**config.mk**
```make
export PLATFORM = sky130hd
export DESIGN_NAME = universal_shift_register
export DESIGN_NICKNAME = d
export VERILOG_FILES = /design/src/rtl/universal_shift_register.sv
export SDC_FILE = /design/constraint.sdc
export NUM_CORES = 1
export LEC_CHECK = 0
export ABC_AREA = 1
export CAP_MARGIN = 10
export CORE_AREA = 2 2 59 61
export CTS_BUF_LIST = sky130_fd_sc_hd__clkbuf_16
export CTS_CLUSTER_SIZE = 40
export DETAILED_ROUTE_END_ITERATION = 8
export DIE_AREA = 0 0 61 63
export PLACE_DENSITY_LB_ADDON = 0.15
export SLEW_MARGIN = 20
export SYNTH_ARGS = -nofsm -noshare
export SYNTH_HDL_FRONTEND = slang
export SYNTH_SLANG_ARGS = --single-unit
```
**constraint.sdc**
```tcl
create_clock -name clk -period 2.72 [get_ports clk]
set_input_delay 0.408 -clock clk [delete_from_list [all_inputs] [get_ports clk]]
set_output_delay 0.408 -clock clk [all_outputs]
set_load 0.03 [all_outputs]
```
**src/rtl/universal_shift_register.sv**
```systemverilog
// Universal shift register with a small IDLE/SHIFT/DONE sequencer.
//
// A start request in IDLE captures mode and amt. Shift-type modes then run for
// amt clock edges, one position per edge, before a one-cycle done pulse.
// Parallel load, hold, reserved modes and amt=0 complete directly via DONE.
//
// Parameters:
//   N      register width in bits (N >= 2)
//   CW     shift-count width, $clog2(N)+1
// Ports:
//   clk    clock, rising-edge active
//   rst    asynchronous active-low reset
//   start  operation request, sampled only in IDLE
//   mode   operation code: 000 hold, 001 shr, 010 shl, 011 ror, 100 rol,
//          101 asr, 110 load, 111 hold
//   amt    shift count, captured with start
//   d      parallel load data
//   si_l   serial input entering the MSB on shift right
//   si_r   serial input entering the LSB on shift left
//   abort  (only with USR_ABORT_EN) cancel an in-progress shift
//   q      register contents
//   so_l   q[N-1], combinational
//   so_r   q[0], combinational
//   busy   high while shifting
//   done   one-cycle completion pulse
//
// Optional feature: define USR_ABORT_EN to add the abort input.
module universal_shift_register #(
  parameter int N = 8,
  localparam int CW = $clog2(N) + 1
) (
  input  logic          clk,
  input  logic          rst,
  input  logic          start,
  input  logic [2:0]    mode,
  input  logic [CW-1:0] amt,
  input  logic [N-1:0]  d,
  input  logic          si_l,
  input  logic          si_r,
`ifdef USR_ABORT_EN
  input  logic          abort,
`endif
  output logic [N-1:0]  q,
  output logic          so_l,
  output logic          so_r,
  output logic          busy,
  output logic          done
);

  typedef enum logic [1:0] {StIdle, StShift, StDone} state_e;

  state_e        state;
  logic [2:0]    op;
  logic [CW-1:0] cnt;
  logic [N-1:0]  shift_val;
  logic          abort_hit;
  logic          is_shift_mode;

`ifdef USR_ABORT_EN
  assign abort_hit = abort;
`else
  assign abort_hit = 1'b0;
`endif

  assign so_l = q[N-1];
  assign so_r = q[0];

  assign is_shift_mode = (mode >= 3'd1) && (mode <= 3'd5);

  // One position of the captured operation; serial inputs are taken live.
  always_comb begin
    shift_val = q;
    case (op)
      3'd1:    shift_val = {si_l, q[N-1:1]};
      3'd2:    shift_val = {q[N-2:0], si_r};
      3'd3:    shift_val = {q[0], q[N-1:1]};
      3'd4:    shift_val = {q[N-2:0], q[N-1]};
      3'd5:    shift_val = {q[N-1], q[N-1:1]};
      default: shift_val = q;
    endcase
  end

  always_ff @(posedge clk or negedge rst) begin
    if (!rst) begin
      state <= StIdle;
      op    <= 3'd0;
      cnt   <= '0;
      q     <= '0;
      busy  <= 1'b0;
      done  <= 1'b0;
    end else begin
      case (state)
        StIdle: begin
          busy <= 1'b0;
          done <= 1'b0;
          if (start) begin
            if (is_shift_mode && (amt != '0)) begin
              op    <= mode;
              cnt   <= amt;
              state <= StShift;
              busy  <= 1'b1;
            end else begin
              if (mode == 3'd6) begin
                q <= d;
              end
              state <= StDone;
              done  <= 1'b1;
            end
          end
        end
        StShift: begin
          if (abort_hit) begin
            // Keep the partial result, no completion pulse.
            cnt   <= '0;
            state <= StIdle;
            busy  <= 1'b0;
          end else begin
            q   <= shift_val;
            cnt <= cnt - 1'b1;
            if (cnt == CW'(1)) begin
              state <= StDone;
              busy  <= 1'b0;
              done  <= 1'b1;
            end
          end
        end
        StDone: begin
          done  <= 1'b0;
          busy  <= 1'b0;
          state <= StIdle;
        end
        default: begin
          state <= StIdle;
          busy  <= 1'b0;
          done  <= 1'b0;
        end
      endcase
    end
  end

endmodule

```
== Word-level counts from Yosys, hierarchy flattened ==
Index checks and enable logic that the tools add are counted.

* Bits in registers: 19
* Output and inout bits: 12
* Input port bits: 20
* Word-level logic and storage cells: 56

* $add $sub $neg: 1
* Magnitude comparators: 2
* Multiplexer cells: 20
* Equal/unequal tests: 16
* Reduce and logical (&&, ||, !) cells: 10

{| class="wikitable"
|+ Operators by type and width
! cell !! count
|-
| $pmux 8 s5 || 1
|-
| $mux 8 || 3
|-
| $pmux 8 s2 || 1
|-
| $ne 2x2->1 const B || 6
|-
| $eq 3x3->1 const B || 3
|-
| $mux 4 || 2
|-
| $pmux 4 s2 || 1
|-
| $eq 3x2->1 const B || 2
|-
| $mux 1 || 6
|-
| $mux 2 || 3
|-
| $ne 6x1->1 const B || 1
|-
| $reduce_and 3->1 || 2
|-
| $reduce_and 6->1 || 1
|-
| $ne 5x1->1 const B || 1
|-
| $reduce_and 5->1 || 1
|-
| $eq 4x1->1 const B || 1
|-
| $pmux 1 s2 || 2
|-
| $pmux 2 s2 || 1
|-
| $reduce_bool 4->1 || 1
|-
| $sub 4x1->4 const B || 1
|-
| $eq 3x1->1 const B || 1
|-
| $ge 3x1->1 const B || 1
|-
| $le 3x3->1 const B || 1
|-
| $eq 2x1->1 const B || 1
|-
| other kinds (4) || 5
|}

== Depth between registers and ports, before layout ==
* Word-level depth: 6
* Gate-level depth with buffers: 9
* Gate-level depth less buffers: 9

== Least setup slack after synthesis ==
Ideal clock, no wire load.

* Path type: register to register
* From: register cnt[0]
* To: register cnt[2]
* Stages on the path, launching flop included: 8
* Data arrival time: 1.135 ns
* Required time: 2.597 ns
* Setup time: 0.123 ns
* Buffers on the path: 0
* Clock period less this slack: 1.258 ns
* Setup slack: 1.462 ns
* Cells stage by stage: dfrtp_1 > inv_1 > ha_1 > or2_2 > nand2_1 > nor2_1 > a21oi_1 > o21ai_1

* Longest elaborated chain between the ends: 2

{| class="wikitable"
|+ Ends and longest elaborated chain
! item !! RTL line !! source
|-
| start: declaration || 54 || <nowiki>logic [CW-1:0] cnt;</nowiki>
|-
| start signal: assignment || 99 || <nowiki>cnt <= amt;</nowiki>
|-
| start signal: assignment || 119 || <nowiki>cnt <= cnt - 1'b1;</nowiki>
|-
| $sub 4x1->4 || 119 ||
|-
| $pmux 4 s2 || 92 || <nowiki>case (state)</nowiki>
|}

Every way passes these cells.
A chain may end at the register's enable or synchronous reset.

== Worst setup path after layout ==
* From: register q[7]
* To: output so_l

{| class="wikitable"
|+ RTL lines
! item !! RTL line !! source
|-
| start: declaration || 43 || <nowiki>output logic [N-1:0] q,</nowiki>
|-
| start signal: assignment || 118 || <nowiki>q <= shift_val;</nowiki>
|-
| end: declaration || 44 || <nowiki>output logic so_l,</nowiki>
|}

No word-level cell between the ends.

==> impl_metrics.py <==
metrics = {
    "status": {
        "run_status": "complete, no violations",
    },
    "setup_path": {
        "critical_path.reg2reg.endpoint": "q[0]$_DFFE_PN0P_",
        "required_time_of_the_worst_setup_path_ns": 2.31,
        "timing.critical_path.slowest_stage_cell": "sky130_fd_sc_hd__clkdlybuf4s50_1",
        "setup.worst_path.start_class": "register",
        "crit_path_cell_trace": "clkdlybuf4s50_1",
        "worst-path-max-fanout": 5,
        "timing.rr.start": "state[1]$_DFFE_PN0P_",
        "ff2ff_setup_slack_ns": 1.07,
        "critPathArrivalTime_ns": 1.37,
        "path_class": "reg2out",
        "worst_path_dominant_cell_family": "buffers and inverters",
        "critical_path_end_type": "primary output",
        "critical_path_buf_inv_count": 1,
        "cp_slowest_stage_delay_ns": 0.70,
        "worstRegToRegCells": 7,
    },
    "global_route": {
        "vias_in_the_first_global_route": 1158,
        "grtUsageTotal_pct": 16.7,
        "grt_first_pass_wirelength_um": 4920,
        "largest_net_degree_at_the_start_of_global_routing": 23,
        "antenna_found_initial": 0,
        "overflow": 0,
    },
    "yosys": {
        "total_of_flip_flops_plus_latches_after_synthesis": 19,
        "synth_cell_types": 21,
        "syn_nets": 198,
        "synth_largest_area_cell": "sky130_fd_sc_hd__dfrtp_1",
        "synth.yosys.seq_area_share_pct": 38.8,
        "ys_top_cells_by_area": "sky130_fd_sc_hd__dfrtp_1 39%, sky130_fd_sc_hd__nand2_1 17%, sky130_fd_sc_hd__nand3_1 13%",
        "mappedNetlistArea_um2": 1220,
        "postSynthAreaPerCell_um2": 6.96,
        "synth.top_cell.area_share_pct": 38.8,
        "post_synthesis_cell_count": 176,
        "synth_warnings": 0,
    },
    "timing": {
        "setup_viol": 0,
        "grt_setup_unrepaired": "no",
        "tightestPinTransition_ns": 0.463,
        "worst_slew_margin_rel_pct": 69.0,
        "final_period_util_pct": 65.4,
        "fmaxAchievable_mhz": 562,
        "hold_violations": 0,
        "fin_skew_ns": 0.00263,
        "post-route-min-period_ns": 1.78,
        "fin_setup_tns_ns": 0,
        "count_of_final_max_slew_check_failures": 0,
    },
    "place": {
        "routabilityCongestion": 0.859,
        "dp_hpwl_um": 2160,
        "placement.io_buffers": 31,
    },
    "detailed_routing": {
        "vias": 1199,
        "drt_pre_antenna_iters": 4,
        "antenna_left": 0,
        "routedWlPerCell_um": 11.4,
        "drt_iter0_drc": 64,
        "drt-vias-per-instance": 4.72,
        "drc_errors_left": 0,
        "totalWireLength_um": 2890,
    },
    "worst_hold_path": {
        "worst_hold_path.endpoint": "cnt[1]$_DFFE_PN0P_",
        "min-delay-path-class": "reg2reg",
        "min_from": "cnt[1]$_DFFE_PN0P_",
        "worst_hold_path.num_cells": 2,
    },
    "flow_run": {
        "max_cap_violations": 0,
    },
    "layout": {
        "ff_latch_area_um2": 475,
        "area_growth_pct": 35.0,
        "fillers": 329,
        "mostFrequentLayoutCell": "sky130_fd_sc_hd__nand2_1",
        "n_antenna_cell": 0,
        "layout-drive-gt1-share_pct": 13.5,
        "area_occupied_by_multi_input_gates_um2": 657,
        "fin_nets": 231,
        "most-common-layout-cells": "57 x sky130_fd_sc_hd__nand2_1, 33 x sky130_fd_sc_hd__nand3_1, 31 x sky130_fd_sc_hd__clkdlybuf4s50_1",
    },
    "floorplanning": {
        "dieWidth_um": 61,
        "fp-row-count": 21,
        "die_area_um2": 3840,
        "floorplan.initialDensity_pct": 37.9,
        "core-area_um2": 3230,
        "num_io_pins": 32,
        "dieHeight_um": 63,
    },
    "cts": {
        "worst_skew_pair.late_latency_ns": 0.25,
        "ctsHoldBuffers": 0,
        "ctsLongestPathBuffers": 2,
        "tritoncts_num_sinks": 19,
        "clk_root_buffer_cell": "sky130_fd_sc_hd__clkbuf_16",
        "cts_setup_buffers": 0,
        "htree_num_levels": 1,
        "clkTransAtPathRegs_ns": 0.05,
        "cts-buffers-inserted": 3,
        "number_of_gates_given_a_new_drive_strength_after_cts": 0,
        "tritoncts": "built",
    },
    "pwr": {
        "pwr_density_cell_nw_per_um2": 1210,
        "vdd_drop_max_v": 0.000503,
        "pwr-share-clk_pct": 14.9,
        "power.switching_fraction_pct": 47.4,
        "leakagePower_nw": 0.810,
        "seqPwrFrac_pct": 28.0,
        "power.total_mw": 2.00,
        "comb_power_share_pct": 57.0,
        "switching_power_mw": 0.949,
        "power_report.internal_total_mw": 1.05,
    },
}
[synth_stat cells (all sizes together)]
master,instances
nand2,60
nand3,34
dfrtp,19
inv,18
nor2,16
or2,9
o21ai,7
a21oi,4
buf,4
ha,2
nand4,2
o21a,1
[flip-flops by register name, indices dropped and copies added (netlist names)]
signal	count
q	8
busy	1
op	3
done	1
cnt	4
state	2
[logic make-up (layout without fill, tap and decap cells)]
| logic type | after synthesis | in the layout | share of synthesized area (%) |
|---|---|---|---|
| and+or+nand+nor | 121 | 121 | 46.2 |
| DFF | 19 | 19 | 38.8 |
| buffers and inverters | 22 | 54 | 7.56 |
| adders and majority gates | 2 | 2 | 2.04 |
| AOI/OAI and AO/OA | 12 | 12 | 5.41 |
[worst max path at each step]
stage / slack (ns) / to / depth (start not counted) / start
6_report: 0.94 / so_l / 1 / q[7]$_DFFE_PN0P_
5_1_grt: 0.88 / so_l / 1 / q[7]$_DFFE_PN0P_
4_1_cts: 0.93 / so_l / 1 / q[7]$_DFFE_PN0P_
3_5_place_dp: 0.96 / q[5]$_DFFE_PN0P_ / 7 / mode[2]
3_3_place_gp: 1.01 / q[6]$_DFFE_PN0P_ / 7 / mode[2]
2_1_floorplan: 1.46 / cnt[2]$_DFFE_PN0P_ / 7 / cnt[0]$_DFFE_PN0P_
[power by group through the flow]
stage | clock, mW | combinational, mW | sequential [mW]
2_1_floorplan | 0 | 0.707 | 0.668
3_3_place_gp | 0 | 1.13 | 0.562
3_5_place_dp | 0 | 1.14 | 0.566
4_1_cts | 0.306 | 1.15 | 0.562
5_1_grt | 0.318 | 1.28 | 0.584
6_report | 0.299 | 1.14 | 0.561
[layout make-up]
cell class / count / share of cell area [%]
clock inverters: 1 / 0.227
inverters: 18 / 4.08
repair buffers: 32 / 19.2
well taps: 46 / 3.48
flip-flops and latches: 19 / 28.7
clock buffers: 3 / 4.54
multi-input cells: 135 / 39.7
[worst min-delay path, stage by stage (launching register included)]
cell and delay [ns]:
sky130_fd_sc_hd__dfrtp_1 0.34, sky130_fd_sc_hd__nand2_1 0.05, sky130_fd_sc_hd__o21ai_0 0.06
[routing by layer]
metal	wire length [um]	GRT usage, %	up-vias
met4	34	5.71	0
met1	1320	21.7	542
met3	118	2.48	4
li1	-	-	626
met2	1420	27.6	27
met5	0	0	-
[metrics by stage]
step                      worst slack (ns)  hold WS, ns  utilization, %  instance area (um^2)  instances
after global placement                1.01        0.465            48.7                  1580        250
after global routing                 0.881        0.520            51.2                  1650        254
after floorplan                       1.46        0.112               -                  1220        176
final                                0.941        0.489            51.2                  1650        254
after CTS                            0.928        0.494            51.2                  1650        254
after detailed placement             0.959        0.480            48.7                  1580        250
Power figures use the tool's default switching activity.
